$ cat src/rtl/genie_pkg.sv
// Shared widths and types for the Genie memory datapath.
package genie_pkg;

    localparam int unsigned ADDR_W = 26;
    localparam int unsigned DATA_W = 32;

    typedef enum logic [1:0] {
        StIdle,
        StFetch,
        StDrain,
        StFin
    } rs_state_t;

endpackage

$ cat src/rtl/sync_fifo.sv
// Single-clock FIFO with registered storage and an occupancy count.
module sync_fifo #(
    parameter int unsigned WIDTH = 33,
    parameter int unsigned DEPTH = 4,
    localparam int unsigned PtrW = $clog2(DEPTH)
) (
    input  logic             clk,
    input  logic             rst_n,
    input  logic             push,
    input  logic [WIDTH-1:0] push_data,
    input  logic             pop,
    output logic [WIDTH-1:0] pop_data,
    output logic [PtrW:0]    count,
    output logic             empty
);

    logic [WIDTH-1:0] mem_q [DEPTH];
    logic [PtrW-1:0]  wr_ptr_q, rd_ptr_q;
    logic [PtrW:0]    count_q;
    logic             full, do_push, do_pop;

    assign empty   = (count_q == '0);
    assign full    = (count_q == (PtrW + 1)'(DEPTH));
    assign do_pop  = pop && !empty;
    // A pop frees the slot, so a push into a full FIFO is fine in the same cycle.
    assign do_push = push && (!full || do_pop);

    always_ff @(posedge clk or negedge rst_n) begin
        if (!rst_n) begin
            for (int unsigned i = 0; i < DEPTH; i++) begin
                mem_q[i] <= '0;
            end
            wr_ptr_q <= '0;
            rd_ptr_q <= '0;
            count_q  <= '0;
        end else begin
            if (do_push) begin
                mem_q[wr_ptr_q] <= push_data;
                wr_ptr_q        <= wr_ptr_q + PtrW'(1);
            end
            if (do_pop) begin
                rd_ptr_q <= rd_ptr_q + PtrW'(1);
            end
            count_q <= count_q + (PtrW + 1)'(do_push) - (PtrW + 1)'(do_pop);
        end
    end

    assign pop_data = mem_q[rd_ptr_q];
    assign count    = count_q;

endmodule

$ cat src/rtl/mem_read_stream.sv
// Burst read engine: issues one SRAM read per word and streams the returned
// words out in order through a decoupling FIFO, tagging the final word.
module mem_read_stream
    import genie_pkg::*;
#(
    parameter int unsigned FIFO_DEPTH = 4,
    parameter int unsigned LEN_W      = 16
) (
    input  logic              clk,
    input  logic              rst_n,
    input  logic              cmd_valid,
    output logic              cmd_ready,
    input  logic [ADDR_W-1:0] cmd_addr,
    input  logic [LEN_W-1:0]  cmd_len,
    output logic              rvalid,
    input  logic              rready,
    output logic [ADDR_W-1:0] raddr,
    input  logic [DATA_W-1:0] rdata,
    output logic              dout_valid,
    input  logic              dout_ready,
    output logic [DATA_W-1:0] dout_data,
    output logic              dout_last,
    output logic              busy,
    output logic              done
);

    localparam int unsigned CntW = $clog2(FIFO_DEPTH) + 1;

    rs_state_t         state_q, state_d;
    logic [ADDR_W-1:0] addr_q, addr_d;
    logic [LEN_W-1:0]  remain_q, remain_d;
    logic              rvalid_q, rvalid_d;
    logic              done_q, done_d;

    logic [CntW-1:0]   fifo_count;
    logic [DATA_W:0]   fifo_rdata;
    logic              fifo_empty;
    logic              req_fire, pop, push_last;
    logic [CntW:0]     count_next;

    assign req_fire  = rvalid_q && rready;
    assign pop       = !fifo_empty && dout_ready;
    assign push_last = (remain_q == LEN_W'(1));
    // Occupancy after this edge; lets the next request issue back-to-back.
    assign count_next = {1'b0, fifo_count} + (CntW + 1)'(req_fire) - (CntW + 1)'(pop);

    sync_fifo #(
        .WIDTH(DATA_W + 1),
        .DEPTH(FIFO_DEPTH)
    ) u_fifo (
        .clk      (clk),
        .rst_n    (rst_n),
        .push     (req_fire),
        .push_data({rdata, push_last}),
        .pop      (pop),
        .pop_data (fifo_rdata),
        .count    (fifo_count),
        .empty    (fifo_empty)
    );

    always_comb begin
        state_d  = state_q;
        addr_d   = addr_q;
        remain_d = remain_q;
        case (state_q)
            StIdle: begin
                if (cmd_valid) begin
                    addr_d   = cmd_addr;
                    remain_d = cmd_len;
                    state_d  = (cmd_len == '0) ? StFin : StFetch;
                end
            end
            StFetch: begin
                if (req_fire) begin
                    addr_d   = addr_q + ADDR_W'(1);
                    remain_d = remain_q - LEN_W'(1);
                    if (push_last) begin
                        state_d = StDrain;
                    end
                end
            end
            StDrain: begin
                if (pop && fifo_rdata[0]) begin
                    state_d = StFin;
                end
            end
            StFin:   state_d = StIdle;
            default: state_d = StIdle;
        endcase
        // An outstanding request cannot be withdrawn: no push means count only falls.
        rvalid_d = (state_d == StFetch) && (remain_d != '0)
                   && (count_next < (CntW + 1)'(FIFO_DEPTH));
        done_d   = (state_d == StFin);
    end

    always_ff @(posedge clk or negedge rst_n) begin
        if (!rst_n) begin
            state_q  <= StIdle;
            addr_q   <= '0;
            remain_q <= '0;
            rvalid_q <= 1'b0;
            done_q   <= 1'b0;
        end else begin
            state_q  <= state_d;
            addr_q   <= addr_d;
            remain_q <= remain_d;
            rvalid_q <= rvalid_d;
            done_q   <= done_d;
        end
    end

    assign cmd_ready  = (state_q == StIdle);
    assign busy       = (state_q != StIdle);
    assign rvalid     = rvalid_q;
    assign raddr      = addr_q;
    assign dout_valid = !fifo_empty;
    assign dout_data  = fifo_rdata[DATA_W:1];
    assign dout_last  = fifo_rdata[0];
    assign done       = done_q;

endmodule

$ cat config.mk
export PLATFORM = sky130hd
export DESIGN_NAME = mem_read_stream
export DESIGN_NICKNAME = d
export VERILOG_FILES = /design/src/rtl/genie_pkg.sv /design/src/rtl/sync_fifo.sv /design/src/rtl/mem_read_stream.sv
export SDC_FILE = /design/constraint.sdc
export NUM_CORES = 1
export LEC_CHECK = 0
export CORE_AREA = 3 3 151 153
export DETAILED_ROUTE_END_ITERATION = 8
export DIE_AREA = 0 0 154 156
export SLEW_MARGIN = 25
export SYNTH_ARGS = -nofsm -noshare
export SYNTH_HDL_FRONTEND = slang
export SYNTH_SLANG_ARGS = --single-unit
$ cat constraint.sdc
create_clock -name clk -period 3.94 [get_ports clk]
set_clock_uncertainty 0.15 [all_clocks]
set_input_delay 0.788 -clock clk [delete_from_list [all_inputs] [get_ports clk]]
set_output_delay 0.788 -clock clk [all_outputs]
set_load 0.05 [all_outputs]
After elaboration in Yosys (flattened, before gate mapping)
Index checks and enable logic that the tools add are counted.
Word-level totals
  flip-flop bits (word level): 185
  bits in latches: 0
  bits in writable memories: 0
  ROM bits: 0
  output and inout bits: 64
  memories kept: 0
Operators by class
  add/subtract/negate cells: 8
  $mul: 0
  divide/modulo/power cells: 0
  $lt $le $gt $ge: 4
  equality and inequality tests: 9
  shift-type cells: 0
  muxes and demuxes: 18
  bitwise logic cells: 2
  reduce and logical (&&, ||, !) cells: 18
Operator list (number)
  132-bit bitwise mux: 1
  33-bit two-way mux: 3
  33-bit binary-select mux with 2-bit select: 1
  33-bit demux with 2-bit select: 1
  26-bit two-way mux: 2
  26-bit case mux with 2 select lines: 1
  16-bit two-way mux: 2
  16-bit case mux with 2 select lines: 1
  26-bit by 1-bit adder with 26-bit output, second input constant: 1
  16-bit by 1-bit equality test with 1-bit output, second input constant: 1
  16-bit logical NOT: 1
  16-bit nonzero test: 1
  16-bit by 1-bit subtractor with 16-bit output, second input constant: 1
  2-bit two-way mux: 5
  1-bit logical AND: 8
  2-bit case mux with 4 select lines: 1
  2-bit equality test, second input constant: 3
  3-bit >= comparator, second input constant: 2
  2-bit inverter with 3-bit output: 2
  2-bit by 1-bit adder with 2-bit output, second input constant: 2
  3-bit by 1-bit adder with 4-bit output: 1
  2-bit by 1-bit equality test with 1-bit output, second input constant: 2
  4-bit by 3-bit < comparator with 1-bit output, second input constant: 1
  2-bit != test, second input constant: 2
  other kinds (11): 13

Logic depth before layout (Yosys ltp)
  depth in word-level cells: 10
  depth in mapped cells: 12

Modules after synthesis
From an unflattened synthesis, not the netlist that was laid out.
Unflattened totals
  cell total of the unflattened synthesis: 727
  area, all modules: 9187.6 sq um
By module, submodules not included
  sync_fifo: instances 1, cells an instance 355, area an instance 6134.6 sq um
  mem_read_stream: instances 1, cells an instance 372, area an instance 3052.9 sq um

Least setup slack after synthesis
OpenSTA, ideal clock, no wires.
  kind: register to output
  start: register u_fifo.rd_ptr_q[0]
  end: output dout_data[10]
  data arrival time: 1951 ps
  setup slack: 1051 ps
  stages on the path, launching flop included: 4
  cell sequence: dfrtp_1 clkbuf_1 buf_1 mux4_2
On the way
  cells in the longest elaborated chain, start to end: 4
RTL lines
  start: declaration: line sync_fifo.sv:18  | logic [PtrW-1:0] wr_ptr_q, rd_ptr_q;
  start signal: assignment: line sync_fifo.sv:42  | rd_ptr_q <= rd_ptr_q + PtrW'(1);
  2-bit inverter with 3-bit output (implied by the code): line sync_fifo.sv:48  | assign pop_data = mem_q[rd_ptr_q];
  33-bit binary-select mux with 2-bit select: line sync_fifo.sv:48
  33-bit two-way mux (implied by the code) (2 in series): line sync_fifo.sv:48
  end: declaration: line mem_read_stream.sv:21  | output logic [DATA_W-1:0] dout_data,
No other way between the ends. The select of a mux whose other input is x is not followed.

Worst setup path in the final report
  start: register u_fifo.rd_ptr_q[0]
  end: output dout_data[1]
The elaborated chain is that of the path after synthesis.

==> impl_metrics.yaml <==
outcome:
  status: "finished, final reports clean"
global_routing:
  grtUsageTotal_pct: 18.9
  antenna_found_initial: 0
  grt_start_max_net_pins: 87
  grt_pass1_vias: 6861
  gr-total-overflow: 0
  grt_pass1_wl_um: 36500
die:
  die_area_um2: 24000
  start_util_pct: 41.6
  core_area_um2: 21700
  die_w_um: 154
  fp.dieH_um: 156
  row_count: 54
  ios: 143
timing:
  setup_viol: 0
  drv_slew: 0
  rsz0062_at_grt: "no"
  worst_slew_pin_slew_ns: 0.794
  relSlewSlack_pct: 47.1
  layout_setup_ws_ns: 0.359
  fmax_mhz: 279
  finalCritPeriodShare_pct: 90.9
  fin_crit_ns: 3.58
  setup_tns_ns: 0
  finalHoldViolCount: 0
synthesis:
  synth_fa_ha_area_share_pct: 1.75
  synth_area_per_cell_um2: 12.2
  synth_area_um2: 9010
  yosys_warnings: 0
  yosys_most_used_dff: "dfrtp_1"
  synth-simple-area-share_pct: 10.6
  seq_area_frac_synth_pct: 51.4
  synth_cells: 739
  synth.distinct_cells: 61
  synth-edff-count: 0
  synth.mux.area_fraction_pct: 24.7
  synth_fp_nets: 830
  synth_xor_area_share_pct: 0.486
  synthArstFlopShare_pct: 100
  synth-compound-area-share_pct: 8.67
  ys_ff_latch: 185
  synth_top_family_by_area: "multiplexers"
detailed_routing:
  antenna_left: 0
  drtIter0Drc: 378
  route.vias.total: 6544
  drt_first_pass_iters: 5
  drcViolationCount: 0
  drt_wl_total_um: 22600
  wl_per_cell_um: 19.3
  routed_via_density: 5.60
clocking:
  cts_made_buffers: 17
  ctsResizeCount: 0
  cts_buffer_depth: 2
  root_buffer: "clkbuf_16"
  cts.sinks: 185
  path_clk_slew_ns: 0.07
  cts_setup_buffers: 0
  cts_tree: "yes"
  cts_max_level: 4
  insertion_delay_ns: 0.43
  cts-hold-fix-buffers: 0
critical_path:
  critical_path.top_delay_family: "buffers and inverters"
  crit_chain: "buf_12 -> mux4_2 -> clkdlybuf4s50_1"
  crit_path_end_kind: "output port"
  critPathKind: "reg2out"
  arrival_ns: 2.64
  cp-start-kind: "register"
  required_ns: 3.00
  path_max_fanout: 14
  path_buf_inv: 2
  slowest_stage: "clkdlybuf4s50_1"
  slowest_delay_ns: 0.73
placed_design:
  gp_congestion: 0.884
  portBuffers: 142
  dp_slack_ns: 0.535
  dp_hpwl_um: 15300
final_layout:
  drive_above_1_share_pct: 26.0
  antennaDiodeCount: 0
  syn2layout_area_growth_pct: 26.6
  n_fill_cell: 1825
  nets: 967
hold_path:
  hp-class: "in2async"
job:
  drv_cap: 0
power:
  ir_drop_mv: 0.513
  leakage_nw: 4.76
  cellPowerDensity_nw_per_um2: 872
==> Yosys cell counts, types with 2 or more instances <==
library cell / n / area, um^2
buf_2: 2 / 10.0
nand4_1: 6 / 37.5
mux2i_1: 3 / 30.0
nor3_1: 9 / 45.0
and4_1: 2 / 17.5
nand3_1: 24 / 120
nor2_1: 37 / 139
nor4_1: 12 / 75.1
buf_1: 9 / 33.8
nor2b_1: 9 / 56.3
xnor2_1: 4 / 35.0
or3_1: 2 / 12.5
a31oi_1: 2 / 12.5
o22a_1: 4 / 35.0
mux4_2: 33 / 743
and2_1: 3 / 18.8
dfrtp_1: 185 / 4630
mux2_2: 128 / 1440
or4_1: 3 / 22.5
inv_1: 16 / 60.1
nand2b_1: 3 / 18.8
a2bb2oi_1: 3 / 26.3
o22ai_1: 14 / 87.6
and3_1: 6 / 37.5
a311oi_1: 2 / 17.5
ha_1: 11 / 138
a221o_1: 3 / 30.0
a21oi_1: 52 / 260
o211ai_1: 4 / 30.0
nand2_1: 54 / 203
or3_4: 2 / 22.5
o31ai_1: 2 / 15.0
or2_2: 2 / 12.5
o21ai_0: 30 / 150
clkbuf_1: 31 / 116
o221ai_1: 2 / 17.5
==> flip-flops by register name, indices dropped and copies added, names as in the netlist <==
register,cells
remain_q,16
u_fifo.wr_ptr_q,2
u_fifo.rd_ptr_q,2
done,1
u_fifo.mem_q,132
state_q,2
u_fifo.count,3
raddr,26
rvalid,1
==> cell families after synthesis <==
family                     count (synthesis)
xor gates and xnor gates                   5
buffers and inverters                     58
DFF                                      185
adders and majority gates                 12
AOI/OAI and AO/OA                        129
muxes                                    165
and+or+nand+nor                          185
==> per-layer routing <==
metal	wire, um	share of wire [%]	GRT usage [%]	vias up
met4	227	1.0	4.46	0
met2	11400	51	32.2	180
met5	0	0	0	-
met1	9760	43	25.1	3321
li1	-	-	-	3027
met3	1170	5.2	3.99	16
==> path summary, 6_finish.rpt <==
kind	start	endpoint	slack (ns)	cells past startpoint
setup / recovery	u_fifo.rd_ptr_q[0]$_DFFE_PN0P_	dout_data[1]	0.36	3
hold / removal	rst_n	u_fifo.mem_q[107]$_DFFE_PN0P_	0.27	1
setup reg to reg	remain_q[7]$_DFF_PN0_	rvalid$_DFF_PN0_	1.04	7
hold reg to reg	u_fifo.mem_q[0]$_DFFE_PN0P_	u_fifo.mem_q[0]$_DFFE_PN0P_	0.35	2
max in group asynchronous	rst_n	u_fifo.mem_q[101]$_DFFE_PN0P_	2.30	2
min in group clk	u_fifo.mem_q[0]$_DFFE_PN0P_	u_fifo.mem_q[0]$_DFFE_PN0P_	0.35	2
==> placed cells by master (no fill, tap or decap), types with 5 or more instances in the layout <==
cell	count
nand3_1	24
dfrtp_1	183
o21ai_0	30
nor2b_1	8
inv_1	16
buf_4	15
nand2_1	50
nor2_1	37
inv_6	5
mux4_2	33
nor3_1	9
o22ai_1	14
clkdlybuf4s50_1	141
and3_1	6
clkbuf_16	17
mux2_2	128
a21oi_1	51
nand4_1	6
nor4_1	12
ha_1	11
==> area by class of cell <==
class / instances / area, um^2 / share of cell area [%]
Tap cell: 280 / 350 / 3.07
Sequential cell: 185 / 4630 / 40.6
Clock buffer: 18 / 439 / 3.85
Clock inverter: 14 / 154 / 1.35
Timing Repair Buffer: 160 / 1600 / 14.0
Multi-Input combinational cell: 496 / 4190 / 36.7
Inverter: 16 / 60.1 / 0.526
==> metrics by stage <==
stage | cell area, um^2 | hold slack [ns] | power (mW) | cells | utilization (%)
after global placement | 10800 | 0.308 | 8.18 | 1137 | 49.9
final | 11400 | 0.270 | 9.95 | 1169 | 52.6
after detailed placement | 10800 | 0.330 | 8.33 | 1137 | 49.9
after floorplan | 9010 | 0.295 | 6.69 | 739 | -
after global routing | 11400 | 0.345 | 10.5 | 1169 | 52.6
after CTS | 11400 | 0.305 | 10.1 | 1169 | 52.6
==> report_power, final <==
part           switching [mW]  internal, mW  total (mW)
Sequential              0.651          2.76        3.41
Combinational            2.70          2.15        4.85
Clock                   0.778         0.918        1.70
No activity file was read; power rests on OpenSTA's default activity.
